==> src/rtl/axis_frame_gen.sv <==
//==============================================================================
// axis_frame_gen : AXI-Stream test-frame source with length/pattern/gap control.
// Optional tuser error injection: define AXIS_FRAME_GEN_ERR_INJECT_EN.
// Revision: 1.0
//==============================================================================
`default_nettype none

module axis_frame_gen #(
   parameter int DATA_WIDTH = 64,
   parameter int KEEP_WIDTH = DATA_WIDTH / 8,
   parameter int LEN_WIDTH  = 16,
   parameter int GAP_WIDTH  = 8
) (
   input  logic                  clk,
   input  logic                  rst,
   input  logic                  start,
   input  logic [LEN_WIDTH-1:0]  frame_len,
   input  logic [15:0]           frame_count,
   input  logic [GAP_WIDTH-1:0]  gap,
   input  logic [7:0]            seed,
`ifdef AXIS_FRAME_GEN_ERR_INJECT_EN
   input  logic [7:0]            err_every,
`endif
   output logic                  busy,
   output logic                  done,
   output logic [DATA_WIDTH-1:0] output_axis_tdata,
   output logic [KEEP_WIDTH-1:0] output_axis_tkeep,
   output logic                  output_axis_tvalid,
   input  logic                  output_axis_tready,
   output logic                  output_axis_tlast,
   output logic                  output_axis_tuser
);

   localparam int CW = LEN_WIDTH + 1;

   localparam logic [1:0] S_IDLE = 2'd0;
   localparam logic [1:0] S_SEND = 2'd1;
   localparam logic [1:0] S_GAP  = 2'd2;
   localparam logic [1:0] S_DONE = 2'd3;

   logic [1:0]           r_state;
   logic [CW-1:0]        r_len;
   logic [CW-1:0]        r_byte_cnt;
   logic [15:0]          r_frames_left;
   logic [7:0]           r_fidx;
   logic [GAP_WIDTH-1:0] r_gap;
   logic [GAP_WIDTH-1:0] r_gap_cnt;
   logic [7:0]           r_seed;

   logic [CW-1:0]         w_remain;
   logic                  w_last;
   logic                  w_valid;
   logic                  w_xfer;
   logic [7:0]            w_base;
   logic [KEEP_WIDTH-1:0] w_keep;
   logic [DATA_WIDTH-1:0] w_data;
   logic                  w_err_hit;

   // Outputs decode purely from registers, so they hold while the sink stalls.
   assign w_remain = r_len - r_byte_cnt;
   assign w_last   = (w_remain <= CW'(KEEP_WIDTH));
   assign w_valid  = (r_state == S_SEND);
   assign w_xfer   = w_valid & output_axis_tready;
   assign w_base   = r_seed + r_fidx + r_byte_cnt[7:0];

   genvar k;
   generate
      for (k = 0; k < KEEP_WIDTH; k++) begin : g_lane
         assign w_keep[k]       = w_valid & (~w_last | (w_remain > CW'(k)));
         assign w_data[8*k +: 8] = w_keep[k] ? (w_base + 8'(k)) : 8'h00;
      end
   endgenerate

`ifdef AXIS_FRAME_GEN_ERR_INJECT_EN
   logic [7:0] r_err_every;
   logic [7:0] r_err_cnt;

   assign w_err_hit = (r_err_every != 8'd0) && (r_err_cnt == r_err_every - 8'd1);

   // r_err_cnt tracks frame index modulo err_every.
   always_ff @(posedge clk or posedge rst) begin
      if (rst) begin
         r_err_every <= 8'd0;
         r_err_cnt   <= 8'd0;
      end else if (r_state == S_IDLE) begin
         if (start && frame_count != 16'd0) begin
            r_err_every <= err_every;
            r_err_cnt   <= 8'd0;
         end
      end else if (w_xfer && w_last) begin
         r_err_cnt <= w_err_hit ? 8'd0 : r_err_cnt + 8'd1;
      end
   end
`else
   assign w_err_hit = 1'b0;
`endif

   assign busy               = (r_state != S_IDLE);
   assign done               = (r_state == S_DONE);
   assign output_axis_tvalid = w_valid;
   assign output_axis_tdata  = w_data;
   assign output_axis_tkeep  = w_keep;
   assign output_axis_tlast  = w_valid & w_last;
   assign output_axis_tuser  = w_valid & w_last & w_err_hit;

   always_ff @(posedge clk or posedge rst) begin
      if (rst) begin
         r_state       <= S_IDLE;
         r_len         <= '0;
         r_byte_cnt    <= '0;
         r_frames_left <= 16'd0;
         r_fidx        <= 8'd0;
         r_gap         <= '0;
         r_gap_cnt     <= '0;
         r_seed        <= 8'd0;
      end else begin
         case (r_state)
            S_IDLE: begin
               if (start && frame_count != 16'd0) begin
                  r_len         <= (frame_len == '0) ? CW'(1) : CW'(frame_len);
                  r_frames_left <= frame_count;
                  r_gap         <= gap;
                  r_seed        <= seed;
                  r_byte_cnt    <= '0;
                  r_fidx        <= 8'd0;
                  r_state       <= S_SEND;
               end
            end
            S_SEND: begin
               if (w_xfer) begin
                  if (!w_last) begin
                     r_byte_cnt <= r_byte_cnt + CW'(KEEP_WIDTH);
                  end else begin
                     r_byte_cnt    <= '0;
                     r_frames_left <= r_frames_left - 16'd1;
                     r_fidx        <= r_fidx + 8'd1;
                     if (r_frames_left == 16'd1) begin
                        r_state <= S_DONE;
                     end else if (r_gap != '0) begin
                        r_gap_cnt <= r_gap;
                        r_state   <= S_GAP;
                     end
                  end
               end
            end
            S_GAP: begin
               if (r_gap_cnt == GAP_WIDTH'(1)) begin
                  r_state <= S_SEND;
               end else begin
                  r_gap_cnt <= r_gap_cnt - GAP_WIDTH'(1);
               end
            end
            S_DONE:  r_state <= S_IDLE;
            default: r_state <= S_IDLE;
         endcase
      end
   end

endmodule

`default_nettype wire

==> config.mk <==
export PLATFORM = sky130hd
export DESIGN_NAME = axis_frame_gen
export DESIGN_NICKNAME = d
export VERILOG_FILES = /design/src/rtl/axis_frame_gen.sv
export SDC_FILE = /design/constraint.sdc
export NUM_CORES = 1
export LEC_CHECK = 0
export ABC_AREA = 0
export BUFFER_PORTS_ARGS = -buffer_cell sky130_fd_sc_hd__clkbuf_2
export CELL_PAD_IN_SITES_DETAIL_PLACEMENT = 0
export CELL_PAD_IN_SITES_GLOBAL_PLACEMENT = 2
export CORE_UTILIZATION = 29
export DETAILED_ROUTE_END_ITERATION = 10
export PLACE_DENSITY = 0.87
export SLEW_MARGIN = 20
export SYNTH_ARGS = -nofsm -noshare
export SYNTH_HDL_FRONTEND = slang
export SYNTH_SLANG_ARGS = --single-unit
==> constraint.sdc <==
create_clock -name clk -period 3.1 [get_ports clk]
set_input_delay 0.31 -clock clk [delete_from_list [all_inputs] [get_ports clk]]
set_output_delay 0.31 -clock clk [all_outputs]
set_load 0.05 [all_outputs]
Yosys cells after proc, flatten, opt, wreduce, memory -nomap -nowiden. Cells that the tools add are included.

Register bits after elaboration: 84. Input bits: 52. Output and inout port bits: 77. Logic and storage cells: 110.

$add $sub $neg: 14. $lt $le $gt $ge: 9. Equal/unequal tests: 13. Muxes and demuxes: 34. Bitwise logic cells: 19. Reduce and logical (&&, ||, !) cells: 13.

Operators with widths (number): two-way mux 8 bit (16); > comparator 17 x 3 -> 1 bit (second input constant) (4); two-way mux 16 bit (4); two-way mux 17 bit (3); > comparator 17 x 1 -> 1 bit (second input constant) (2); > comparator 17 x 2 -> 1 bit (second input constant) (2); one-hot mux 17 bit (2 select lines) (1); adder 8 x 3 -> 8 bit (second input constant) (4); one-hot mux 16 bit (2 select lines) (1); one-hot mux 8 bit (2 select lines) (2); adder 17 x 4 -> 17 bit (second input constant) (1); less-or-equal comparator 17 x 4 -> 1 bit (second input constant) (1); subtractor 17 bit (1); adder 8 x 1 -> 8 bit (second input constant) (2); adder 8 x 2 -> 8 bit (second input constant) (2); adder 8 bit (2); equality test 16 x 1 -> 1 bit (second input constant) (1); zero test 16 bit (1); nonzero test 16 bit (1); subtractor 16 x 1 -> 16 bit (second input constant) (1); two-way mux 2 bit (6); AND 1 bit (10); != test 2 bit (second input constant) (5); equality test 8 x 1 -> 1 bit (second input constant) (1); other kinds (17) (28).

Logic depth before layout (Yosys ltp). Gate-level depths: netlist of the first run.

Depth after elaboration: 6. Depth in mapped cells: 13. Mapped depth without buffers: 11.

Least setup slack after synthesis of the first run. No wires, ideal clock.

Path type: reg2out. Start: register r_fidx[1]. End: output output_axis_tdata[46]. Arrival: 3972 ps. Data required time: 2790 ps. Path slack: -1182 ps. Stages on the path, launching flop included: 12. Buffers on the path: 1. Cells stage by stage: dfrtp_1 > ha_1 > ha_1 > fa_1 > xnor2_1 > inv_1 > ha_1 > clkbuf_1 > a21oi_1 > nor2_1 > xnor2_1 > nor3_1.

Word-level cells in the longest chain between the ends: 4.

RTL lines: start: declaration (RTL line 45) `logic [7:0] r_fidx;`; start signal: assignment (RTL line 136) `r_fidx <= r_fidx + 8'd1;`; adder 8 bit (2 in series) (RTL line 64) `assign w_base = r_seed + r_fidx + r_byte_cnt[7:0];`; adder 8 x 3 -> 8 bit (RTL line 70) `assign w_data[8*k +: 8] = w_keep[k] ? (w_base + 8'(k)) : 8'h00;`; two-way mux 8 bit (RTL line 70); end: declaration (RTL line 26) `output logic [DATA_WIDTH-1:0] output_axis_tdata,`.

No other way between the ends.

Worst setup path after layout of the first run.
Start: register r_byte_cnt[5]. End: output output_axis_tkeep[4].

Word-level cells in the longest chain between the ends: 5. Elaborated cells between the ends (all ways): 6. Classes of those cells: add/sub: 1; order compare: 2; bitwise: 3.

RTL lines: start: declaration (RTL line 43) `logic [CW-1:0] r_byte_cnt;`; start signal: assignment (RTL line 132) `r_byte_cnt <= r_byte_cnt + CW'(KEEP_WIDTH);`; subtractor 17 bit * (RTL line 60) `assign w_remain = r_len - r_byte_cnt;`; less-or-equal comparator 17 x 4 -> 1 bit (RTL line 61) `assign w_last = (w_remain <= CW'(KEEP_WIDTH));`; inverter 1 bit (RTL line 69) `assign w_keep[k] = w_valid & (~w_last | (w_remain > CW'(k)));`; OR 1 bit * (RTL line 69); AND 1 bit * (RTL line 69); end: declaration (RTL line 27) `output logic [KEEP_WIDTH-1:0] output_axis_tkeep,`.

Every way passes the cells marked *; elsewhere a longest branch is shown, timed or not.

==> results of run 1 <==
[routing by layer]
layer	vias to the layer above	routed length (um)
met4	0	413
met2	141	11000
li1	3560	-
met5	-	0
met3	22	666
met1	3405	10800
[what timing repair did]
action / in CTS / in global routing
resized for setup: 141 / 128
setup buffers: 10 / 6
endpoints found under the setup margin: 91 / 117
pin swaps: 27 / 21
cloned: 0 / 1
[Yosys cell counts, drive strengths merged (25+ instances only)]
cell type	count	share of area, %
nand2	144	8.1
nor2	119	6.7
dfrtp	80	30
inv	55	3.1
a21oi	47	3.7
xnor2	42	5.5
ha	40	7.5
nand3	36	2.9
nor3	31	2.3
nor4	26	2.4
o21ai	26	2.1
clkbuf	25	1.4
[area by class of cell]
| type | instances | area share, % |
|---|---|---|
| clock buffer | 9 | 2.09 |
| clock inverter | 7 | 0.675 |
| inverter | 55 | 2.08 |
| multi-input combinational | 697 | 49.7 |
| sequential | 80 | 18.6 |
| tap | 285 | 3.32 |
| timing repair buffer | 284 | 23.5 |
[through the flow]
step	TNS (ns)	util, %	instance area, um^2	std cells
final	-33.73	47.5	10800	1417
after global routing	-49.19	47.5	10800	1417
after CTS	-30.87	45.9	10400	1412
after detailed placement	-8.49	41.3	9360	1386
after global placement	-5.41	41.3	9360	1386
after floorplan	-2.46	-	7280	869
[sequential cells by signal (all words and copies together), names as in the netlist]
name           flops
r_frames_left     16
r_len             16
r_byte_cnt        14
r_fidx             8
r_gap              8
r_gap_cnt          8
r_seed             8
r_state            2
[cells by family (layout without fill, tap and decap cells)]
family	count (synthesis)	after routing
AOI/OAI and AO/OA	161	161
xor gates and xnor gates	58	58
adders and majority gates	45	45
buffers and inverters	92	355
DFF	80	80
muxes	4	4
other	2	3
and+or+nand+nor	426	426
[worst paths after layout]
| check | to | slack [ns] | start | depth (start not counted) |
|---|---|---|---|---|
| setup reg to reg | r_frames_left[10]$_DFFE_PP0P_ | -0.23 | r_byte_cnt[5]$_DFFE_PP0P_ | 16 |
| min in group clk | r_seed[2]$_DFFE_PP0P_ | 0.14 | seed[2] | 3 |
| setup / recovery | output_axis_tkeep[4] | -0.48 | r_byte_cnt[5]$_DFFE_PP0P_ | 12 |
| hold reg to reg | r_seed[1]$_DFFE_PP0P_ | 0.49 | r_seed[1]$_DFFE_PP0P_ | 2 |
| hold / removal | r_gap[4]$_DFFE_PP0P_ | 0.08 | rst | 2 |
| max in group asynchronous | r_frames_left[4]$_DFFE_PP0P_ | 2.18 | rst | 3 |
[critical path, delay by kind of cell, from the launching register on]
| kind | cells | cell delay (ns) |
|---|---|---|
| buf+inv | 4 | 0.48 |
| mux | 1 | 0.35 |
| fa+ha+maj | 1 | 0.23 |
| simple gates | 2 | 0.39 |
| compound gates | 4 | 1.03 |
| flops | 1 | 0.42 |
==> reports/metrics.yaml, run 1 <==
run_status: "complete, but fails checks"
failed_checks: "setup timing"
htree_num_levels: 3
placeableCoreArea_mm2: 0.0226
finalCriticalPeriod_ns: 3.58
timing.hold.worst.class: "in -> async"
gr-max-usage-layer: "met2"
syn_area_mm2: 0.00668
cell_count_after_synthesis: 868
mostFrequentLayoutCells: "139 x sky130_fd_sc_hd__nand2_1, 136 x sky130_fd_sc_hd__buf_4, 79 x sky130_fd_sc_hd__dfrtp_1"
crit_chain: "inv_2 -> ha_4 -> a2111oi_4 -> a21bo_4 -> a31oi_4 -> mux2_4 -> a211oi_4 -> buf_4 -> nand4_1 -> nand2_4 -> inv_1 -> buf_8"
largest_net_degree_at_the_start_of_global_routing: 47
synth_adder_area_share_pct: 8.99
detailedRoute.firstPassIterationCount: 4
num_rows: 55
crit_slowest_cell: "sky130_fd_sc_hd__dfrtp_2"
setup_ws_ns: -0.481
worst_case_clock_buffer_depth: 2
start_util_pct: 29.5
floorplan.die_area_mm2: 0.0237
grt.overflow.total: 0
ant_diodes: 0
first_pass_grt_wire_length_um: 37100
first_global_vias: 6967
postSynth.asyncResetShare_pct: 100
global_route.usage.met3_pct: 2.79
gp_routability_congestion: 0.867
synth_top_family_by_area: "simple AND/OR/NAND/NOR gates"
num_io_pins: 129
worst_slew_pin_slew_ns: 0.914
synth_edf_count: 0
hpwl_um: 17300
post_route_cells_drive_above_1_share_pct: 41.6
max_clk_rate_ghz: 0.279
timing.final.setup_violations: 102
synth_sequential_area_ratio_pct: 30.0
worst_case_setup_slack_after_placement_ns: -0.236
postSynth.topFlopCell: "sky130_fd_sc_hd__dfrtp_1"
yosys_warnings: 0
number_of_hold_slack_violations_in_the_final_timing_report: 0
share_of_the_clock_period_used_by_the_worst_path_after_layout_pct: 116
grtUsageTotal_pct: 19.6
register_area_mm2: 0.00200
rsz0062_at_grt: "yes"
area_delta_synth_final_pct: 60.9
multiplexer_share_of_the_synthesized_area_pct: 0.618
met1_usage_pct: 26.7
placement.io_buffers: 127
cts_tree: "built"
routed_wire_length_per_instance_um: 16.2
vias_per_cell: 5.03
tritoncts.num_buffers: 9
number_of_synthesized_register_bits: 80
post_synth_xor_area_fraction_pct: 7.60
chipHeight_um: 154
drt_iter0_drc: 478
max_cap_violations: 0
clock_latency_ns: 0.36
post_cts_hold_buffer_count: 0
grt.met2_usage_pct: 32.3
vias: 7128
die_width_um: 154
detail_route.wirelength_um: 22900
compound_cell_area_share_of_the_yosys_netlist_pct: 17.2
synth_cell_type_count: 79
worstPathMaxFanout: 7
clkTransAtPathRegs_ns: 0.07
fin_worst_skew_ns: 0.00760
ant_nets: 0
most_common_cell_after_layout_fill_and_taps_aside: "sky130_fd_sc_hd__nand2_1"
grt_antenna_before_repair: 0
tritoncts_num_sinks: 80
number_of_remaining_drc_errors: 0
post_synth_and_or_nand_nor_area_fraction_pct: 30.1
slew_viol_final: 0
synthesis.area_per_instance_um2: 7.70
setup.worst_path.end_class: "output port"
cp_data_arrival_time_ns: 3.27
fin_nets: 1224
cpPeakStageDelay_ns: 0.42
area_used_by_multi_input_combinational_logic_mm2: 0.00534
crit_type: "reg -> out"
fillers: 2182
timing.hold.ws_ns: 0.0786
kind_of_start_point_of_the_critical_path: "flip-flop"
relSlewSlack_pct: 39.1
clock_tree.root_cell: "sky130_fd_sc_hd__clkbuf_16"
worst_ep_required_time_ns: 2.79
Power of run 1 is not shown: default switching activity piles up to over one toggle a cycle in this logic, so the estimate is an artifact.
==> run 2: changes to the inputs <==
- CTS_CLUSTER_DIAMETER: unset -> 40
- CTS_CLUSTER_SIZE: unset -> 14
- SKIP_CTS_REPAIR_TIMING: unset -> 1
==> run 2 against run 1 <==
The run still ends with setup timing left. Core utilization down 0.29 points. Sequential share of layout area up 0.12 points. Hold slack improved by 0.0096 ns. Cell area decreased by 0.62%. Clock-buffer cell count unchanged. Flip-flop and latch count stayed put. Setup slack got worse by 0.076 ns. Register-to-register slack gained 0.11 ns. Non-clock buffer count is 1 higher. Wire length down 1.6%.
==> reports/metrics.yaml, run 2 (synthesis results as in run 1) <==
vias: 7127  # -0.014%
num_rows: 55  # unchanged
slew_viol_final: 0  # unchanged
run_status: "complete, but fails checks"
drt_iter0_drc: 427  # -11%
largest_net_degree_at_the_start_of_global_routing: 47  # unchanged
tritoncts_num_sinks: 80  # unchanged
htree_num_levels: 3  # unchanged
first_global_vias: 6801  # -2.4%
number_of_hold_slack_violations_in_the_final_timing_report: 0  # unchanged
mostFrequentLayoutCells: "147 x sky130_fd_sc_hd__buf_4, 139 x sky130_fd_sc_hd__nand2_1, 79 x sky130_fd_sc_hd__dfrtp_1"
timing.final.setup_violations: 85  # -17%
clkTransAtPathRegs_ns: 0.07  # about the same
max_clk_rate_ghz: 0.273  # -2.1%
cts_tree: "built"
fin_util_pct: 47.2  # -0.29 points
gp_routability_congestion: 0.867  # unchanged
r2r_start: "r_byte_cnt[5]$_DFFE_PP0P_"
worstPathMaxFanout: 6  # -1
worst_case_clock_buffer_depth: 2  # unchanged
detail_route.wirelength_um: 22600  # -1.6%
clock_latency_ns: 0.36  # about the same
final.setup.tns_ns: -32.08  # +1.65 ns
first_pass_grt_wire_length_um: 36000  # -3.0%
vias_per_cell: 5.03  # about the same
setup_ws_ns: -0.558  # -0.0764 ns
register_area_mm2: 0.00200  # unchanged
placement.io_buffers: 127  # unchanged
placeableCoreArea_mm2: 0.0226  # unchanged
cp_data_arrival_time_ns: 3.35  # +0.08 ns
rsz0062_at_grt: "yes"
post_route_cells_drive_above_1_share_pct: 42.2  # +0.58 points
most_common_cell_after_layout_fill_and_taps_aside: "sky130_fd_sc_hd__buf_4"
grt_antenna_before_repair: 0  # unchanged
fin_worst_skew_ns: 0.00736  # -0.000244 ns
area_delta_synth_final_pct: 59.9
floorplan.die_area_mm2: 0.0237  # unchanged
chipHeight_um: 154  # unchanged
worst_ep_required_time_ns: 2.79  # about the same
clock_tree.root_cell: "sky130_fd_sc_hd__clkbuf_16"
crit_type: "reg -> out"
worst_slew_pin_slew_ns: 0.887  # -0.0275 ns
relSlewSlack_pct: 40.8  # +1.8 points
max_cap_violations: 0  # unchanged
fin_nets: 1225  # +0.082%
finalCriticalPeriod_ns: 3.66  # +0.0764 ns
detailedRoute.firstPassIterationCount: 5  # +1
crit_start: "r_len[5]$_DFFE_PP0P_"
ant_nets: 0  # unchanged
num_io_pins: 129  # unchanged
number_of_remaining_drc_errors: 0  # unchanged
die_width_um: 154  # unchanged
routed_wire_length_per_instance_um: 15.9  # -1.6%
grt.overflow.total: 0  # unchanged
timing.hold.worst.class: "in -> async"
hpwl_um: 17300  # unchanged
grtUsageTotal_pct: 19.1  # -0.55 points
kind_of_start_point_of_the_critical_path: "flip-flop"
failed_checks: "setup timing"
start_util_pct: 29.5  # unchanged
share_of_the_clock_period_used_by_the_worst_path_after_layout_pct: 118  # +2.5 points
tritoncts.num_buffers: 9  # unchanged
setup.worst_path.end_class: "output port"
fillers: 2189  # +0.32%
area_used_by_multi_input_combinational_logic_mm2: 0.00539  # +0.77%
reg_top3: "r_frames_left x16, r_len x16, r_byte_cnt x14"
ant_diodes: 0  # unchanged
-- run 2: cell types whose count changed in the layout (fill, tap and decap cells not counted), moves of 3 or more --
cell                       previous run  this run
sky130_fd_sc_hd__nor4_1              20        25
sky130_fd_sc_hd__buf_6               34        48
sky130_fd_sc_hd__nor2_4              26        33
sky130_fd_sc_hd__buf_2                3        12
sky130_fd_sc_hd__nor3_1              13        17
sky130_fd_sc_hd__nor4_2               3         0
sky130_fd_sc_hd__clkbuf_8             8         0
sky130_fd_sc_hd__buf_4              136       147
sky130_fd_sc_hd__nor3_2               5         2
sky130_fd_sc_hd__buf_8               19         7
sky130_fd_sc_hd__clkbuf_4            13         0
sky130_fd_sc_hd__nor2_2              27        21
-- run 2: path summary, 6_finish.rpt --
check	end	slack, ns	cells after the start
min reg2reg	r_len[7]$_DFFE_PP0P_	0.49	2
max	output_axis_tdata[58]	-0.56	13
max reg2reg	r_state[0]$_DFFE_PP0P_	-0.12	12
min	r_gap[4]$_DFFE_PP0P_	0.09	2
min in group clk	r_seed[2]$_DFFE_PP0P_	0.14	3
max in group asynchronous	r_frames_left[7]$_DFFE_PP0P_	2.20	3
-- run 2: critical path, stage by stage, from the launching register on --
cell and delay [ns]:
sky130_fd_sc_hd__dfrtp_1 0.43, sky130_fd_sc_hd__ha_4 0.34, sky130_fd_sc_hd__buf_4 0.13, sky130_fd_sc_hd__o211a_4 0.17
sky130_fd_sc_hd__a21boi_4 0.07, sky130_fd_sc_hd__buf_4 0.13, sky130_fd_sc_hd__o311ai_2 0.35, sky130_fd_sc_hd__o31ai_4 0.16
sky130_fd_sc_hd__and2b_1 0.37, sky130_fd_sc_hd__nand4_1 0.22, sky130_fd_sc_hd__nand3_4 0.20, sky130_fd_sc_hd__buf_4 0.16
sky130_fd_sc_hd__nor2_4 0.04, sky130_fd_sc_hd__buf_2 0.21
-- run 2: layout make-up --
type / instances / share of cell area (%)
clock buffers: 9 / 2.11
clock inverters: 7 / 0.679
inverters: 55 / 2.10
multi-input cells: 697 / 50.4
flip-flops and latches: 80 / 18.7
well taps: 285 / 3.34
repair buffers: 285 / 22.6
-- run 2: per-stage QoR --
stage | area (um^2) | cells | hold slack, ns | setup WS, ns
after floorplan | 7280 | 869 | 0.415 | -0.178
after global routing | 10700 | 1418 | 0.151 | -0.688
after CTS | 9660 | 1402 | 0.117 | -0.641
final | 10700 | 1418 | 0.0882 | -0.558
after detailed placement | 9360 | 1386 | 0.472 | -0.236
after global placement | 9360 | 1386 | 0.469 | -0.221
-- run 2: layer usage --
layer | up-vias | wire, um | global-route usage [%]
met3 | 31 | 684 | 3.02
met2 | 152 | 10600 | 30.5
li1 | 3557 | - | -
met5 | - | 0 | 0
met1 | 3387 | 10700 | 26.3
met4 | 0 | 505 | 6.00
Power of run 2 is left out for the same reason.
==> run 3: changes to the inputs <==
- CORE_UTILIZATION: 29 -> 30
- PLACE_DENSITY: 0.87 -> 0.86
- SKIP_CTS_REPAIR_TIMING: 1 -> unset
- clock period: 3.1 -> 3.4 ns (I/O delays scaled with it)
==> run 3 against run 2 <==
The run still ends with setup timing left. Critical path depth unchanged. Core utilization decreased by 0.45 points. Critical endpoint is now output_axis_tkeep[2]. Register-to-register slack gained 0.17 ns. Cell area shrank 4.5%. Cell count fell by 4.0%. Non-clock buffer count shrank 52. Sequential share of layout area is 0.92 points higher.
==> reports/metrics.yaml, run 3 (synthesis results as in run 1) <==
rsz0062_at_grt: "yes"
worst_ep_required_time_ns: 3.06  # +0.27 ns
ant_nets: 0  # unchanged
crit_slowest_cell: "sky130_fd_sc_hd__dfrtp_2"
cts_tree: "built"
die_width_um: 151  # -1.7%
worst_slew_pin_slew_ns: 0.932  # +0.0455 ns
share_of_the_clock_period_used_by_the_worst_path_after_layout_pct: 107
num_rows: 54  # -1.8%
max_cap_violations: 0  # unchanged
tritoncts.num_buffers: 9  # unchanged
start_util_pct: 30.6  # +1.1 points
worstPathMaxFanout: 8  # +2
clock_latency_ns: 0.35  # about the same
gp_routability_congestion: 0.835  # -3.7%
chipHeight_um: 151  # -1.7%
grtUsageTotal_pct: 19.7  # +0.62 points
number_of_remaining_drc_errors: 0  # unchanged
htree_num_levels: 3  # unchanged
clkTransAtPathRegs_ns: 0.07  # about the same
r2r.worst_path.cells: 13  # +1
drt_iter0_drc: 401  # -6.1%
post_route_cells_drive_above_1_share_pct: 37.7  # -4.4 points
grt_antenna_before_repair: 0  # unchanged
largest_net_degree_at_the_start_of_global_routing: 45  # -4.3%
max_clk_rate_ghz: 0.274
fin_worst_skew_ns: 0.0143  # +0.00698 ns
cpPeakStageDelay_ns: 0.45  # +0.02 ns
first_pass_grt_wire_length_um: 35000  # -2.6%
timing.critical_path.buf_inv: 6  # +2
cp_data_arrival_time_ns: 3.31  # -0.04 ns
area_delta_synth_final_pct: 52.7
ant_diodes: 0  # unchanged
timing.final.setup_violations: 73  # -14%
reg_top3: "r_frames_left x16, r_len x16, r_byte_cnt x14"
first_global_vias: 6665  # -2.0%
final.setup.tns_ns: -13.79  # +18.29 ns
floorplan.die_area_mm2: 0.0229  # -3.3%
mostFrequentLayoutCells: "140 x sky130_fd_sc_hd__nand2_1, 88 x sky130_fd_sc_hd__buf_4, 76 x sky130_fd_sc_hd__dfrtp_1"
post_cts_hold_buffer_count: 0
routed_wire_length_per_instance_um: 16.4  # +3.1%
clock_tree.root_cell: "sky130_fd_sc_hd__clkbuf_16"
crit_chain: "inv_2 -> ha_4 -> buf_6 -> buf_4 -> a211oi_1 -> a32oi_2 -> or3_4 -> nor2_4 -> nand4_4 -> o31ai_4 -> buf_12 -> clkinvlp_4 -> clkbuf_16"
tritoncts_num_sinks: 80  # unchanged
worst_case_clock_buffer_depth: 2  # unchanged
setup_ws_ns: -0.249  # +0.309 ns
hpwl_um: 16200  # -6.4%
slew_viol_final: 0  # unchanged
relSlewSlack_pct: 37.3  # -3.5 points
fin_util_pct: 46.8  # -0.45 points
fillers: 2102  # -4.0%
setup.worst_path.end_class: "output port"
most_common_cell_after_layout_fill_and_taps_aside: "sky130_fd_sc_hd__nand2_1"
placement.io_buffers: 127  # unchanged
detailedRoute.firstPassIterationCount: 5  # unchanged
vias: 6992  # -1.9%
run_status: "complete, but fails checks"
kind_of_start_point_of_the_critical_path: "flip-flop"
grt.overflow.total: 0  # unchanged
critical-path-top-delay-family: "buffers and inverters"
finalCriticalPeriod_ns: 3.65
timing.hold.worst.class: "in -> async"
detail_route.wirelength_um: 22300  # -1.1%
fin_nets: 1173  # -4.2%
failed_checks: "setup timing"
vias_per_cell: 5.14  # +2.2%
number_of_hold_slack_violations_in_the_final_timing_report: 0  # unchanged
num_io_pins: 129  # unchanged
crit_type: "reg -> out"
placeableCoreArea_mm2: 0.0218  # -3.6%
crit_cells: 13  # unchanged
## run 3: changes by cell type in the layout (fill, tap and decap cells not counted), sizes merged
cell,previous run,this run
clkinv,2,3
buf,231,162
clkbuf,63,82
inv,56,54
clkinvlp,4,3
## run 3: area by class of cell
| cell class | instances | area, um^2 | share of cell area, % |
|---|---|---|---|
| clock buffers | 11 | 243 | 2.38 |
| repair buffers | 233 | 2190 | 21.5 |
| clock inverters | 5 | 41.3 | 0.405 |
| multi-input cells | 697 | 5150 | 50.5 |
| flip-flops and latches | 80 | 2010 | 19.7 |
| well taps | 280 | 350 | 3.43 |
| inverters | 55 | 216 | 2.12 |
## run 3: worst reg2reg max path: cells and delay by family, from the launching register on
family | cells | cell delay, ns
buf+inv | 4 | 0.54
compound gates | 6 | 1.48
mux | 1 | 0.35
simple gates | 1 | 0.20
flops | 1 | 0.43
fa+ha+maj | 1 | 0.23
## run 3: path summary, 6_finish.rpt
| path | startpoint | to | slack [ns] |
|---|---|---|---|
| setup / recovery | r_byte_cnt[3]$_DFFE_PP0P_ | output_axis_tkeep[2] | -0.25 |
| hold / removal | rst | r_gap_cnt[5]$_DFFE_PP0P_ | 0.08 |
| setup reg to reg | r_byte_cnt[5]$_DFFE_PP0P_ | r_state[0]$_DFFE_PP0P_ | 0.05 |
| hold reg to reg | r_len[14]$_DFFE_PP0P_ | r_len[14]$_DFFE_PP0P_ | 0.49 |
| max in group asynchronous | rst | r_len[5]$_DFFE_PP0P_ | 2.55 |
| min in group clk | seed[0] | r_seed[0]$_DFFE_PP0P_ | 0.18 |
## run 3: routing by layer
metal  GRT usage, %  vias up  routed length, um
li1               -     3448                  -
met5              0        -                  0
met4           5.85        0                419
met1           26.7     3317              10300
met2           32.3      198              10700
met3           2.89       29                930
## run 3: through the flow
| step | instance area (um^2) | hold WS (ns) | instances | setup slack (ns) |
|---|---|---|---|---|
| floorplan | 6920 | 0.445 | 869 | -0.178 |
| global placement | 8440 | 0.475 | 1314 | -0.0942 |
| detailed placement | 8440 | 0.478 | 1314 | -0.0853 |
| CTS | 9670 | 0.100 | 1347 | -0.199 |
| global route | 10200 | 0.128 | 1361 | -0.351 |
| finish | 10200 | 0.0822 | 1361 | -0.249 |
## run 3: timing repair
item                                    in CTS  in global routing
endpoints found under the hold margin        0                  0
resized for setup                          188                145
setup buffers                               17                 15
endpoints found under the setup margin      79                 86
pin swaps                                   29                 25
Power of run 3 is left out for the same reason.
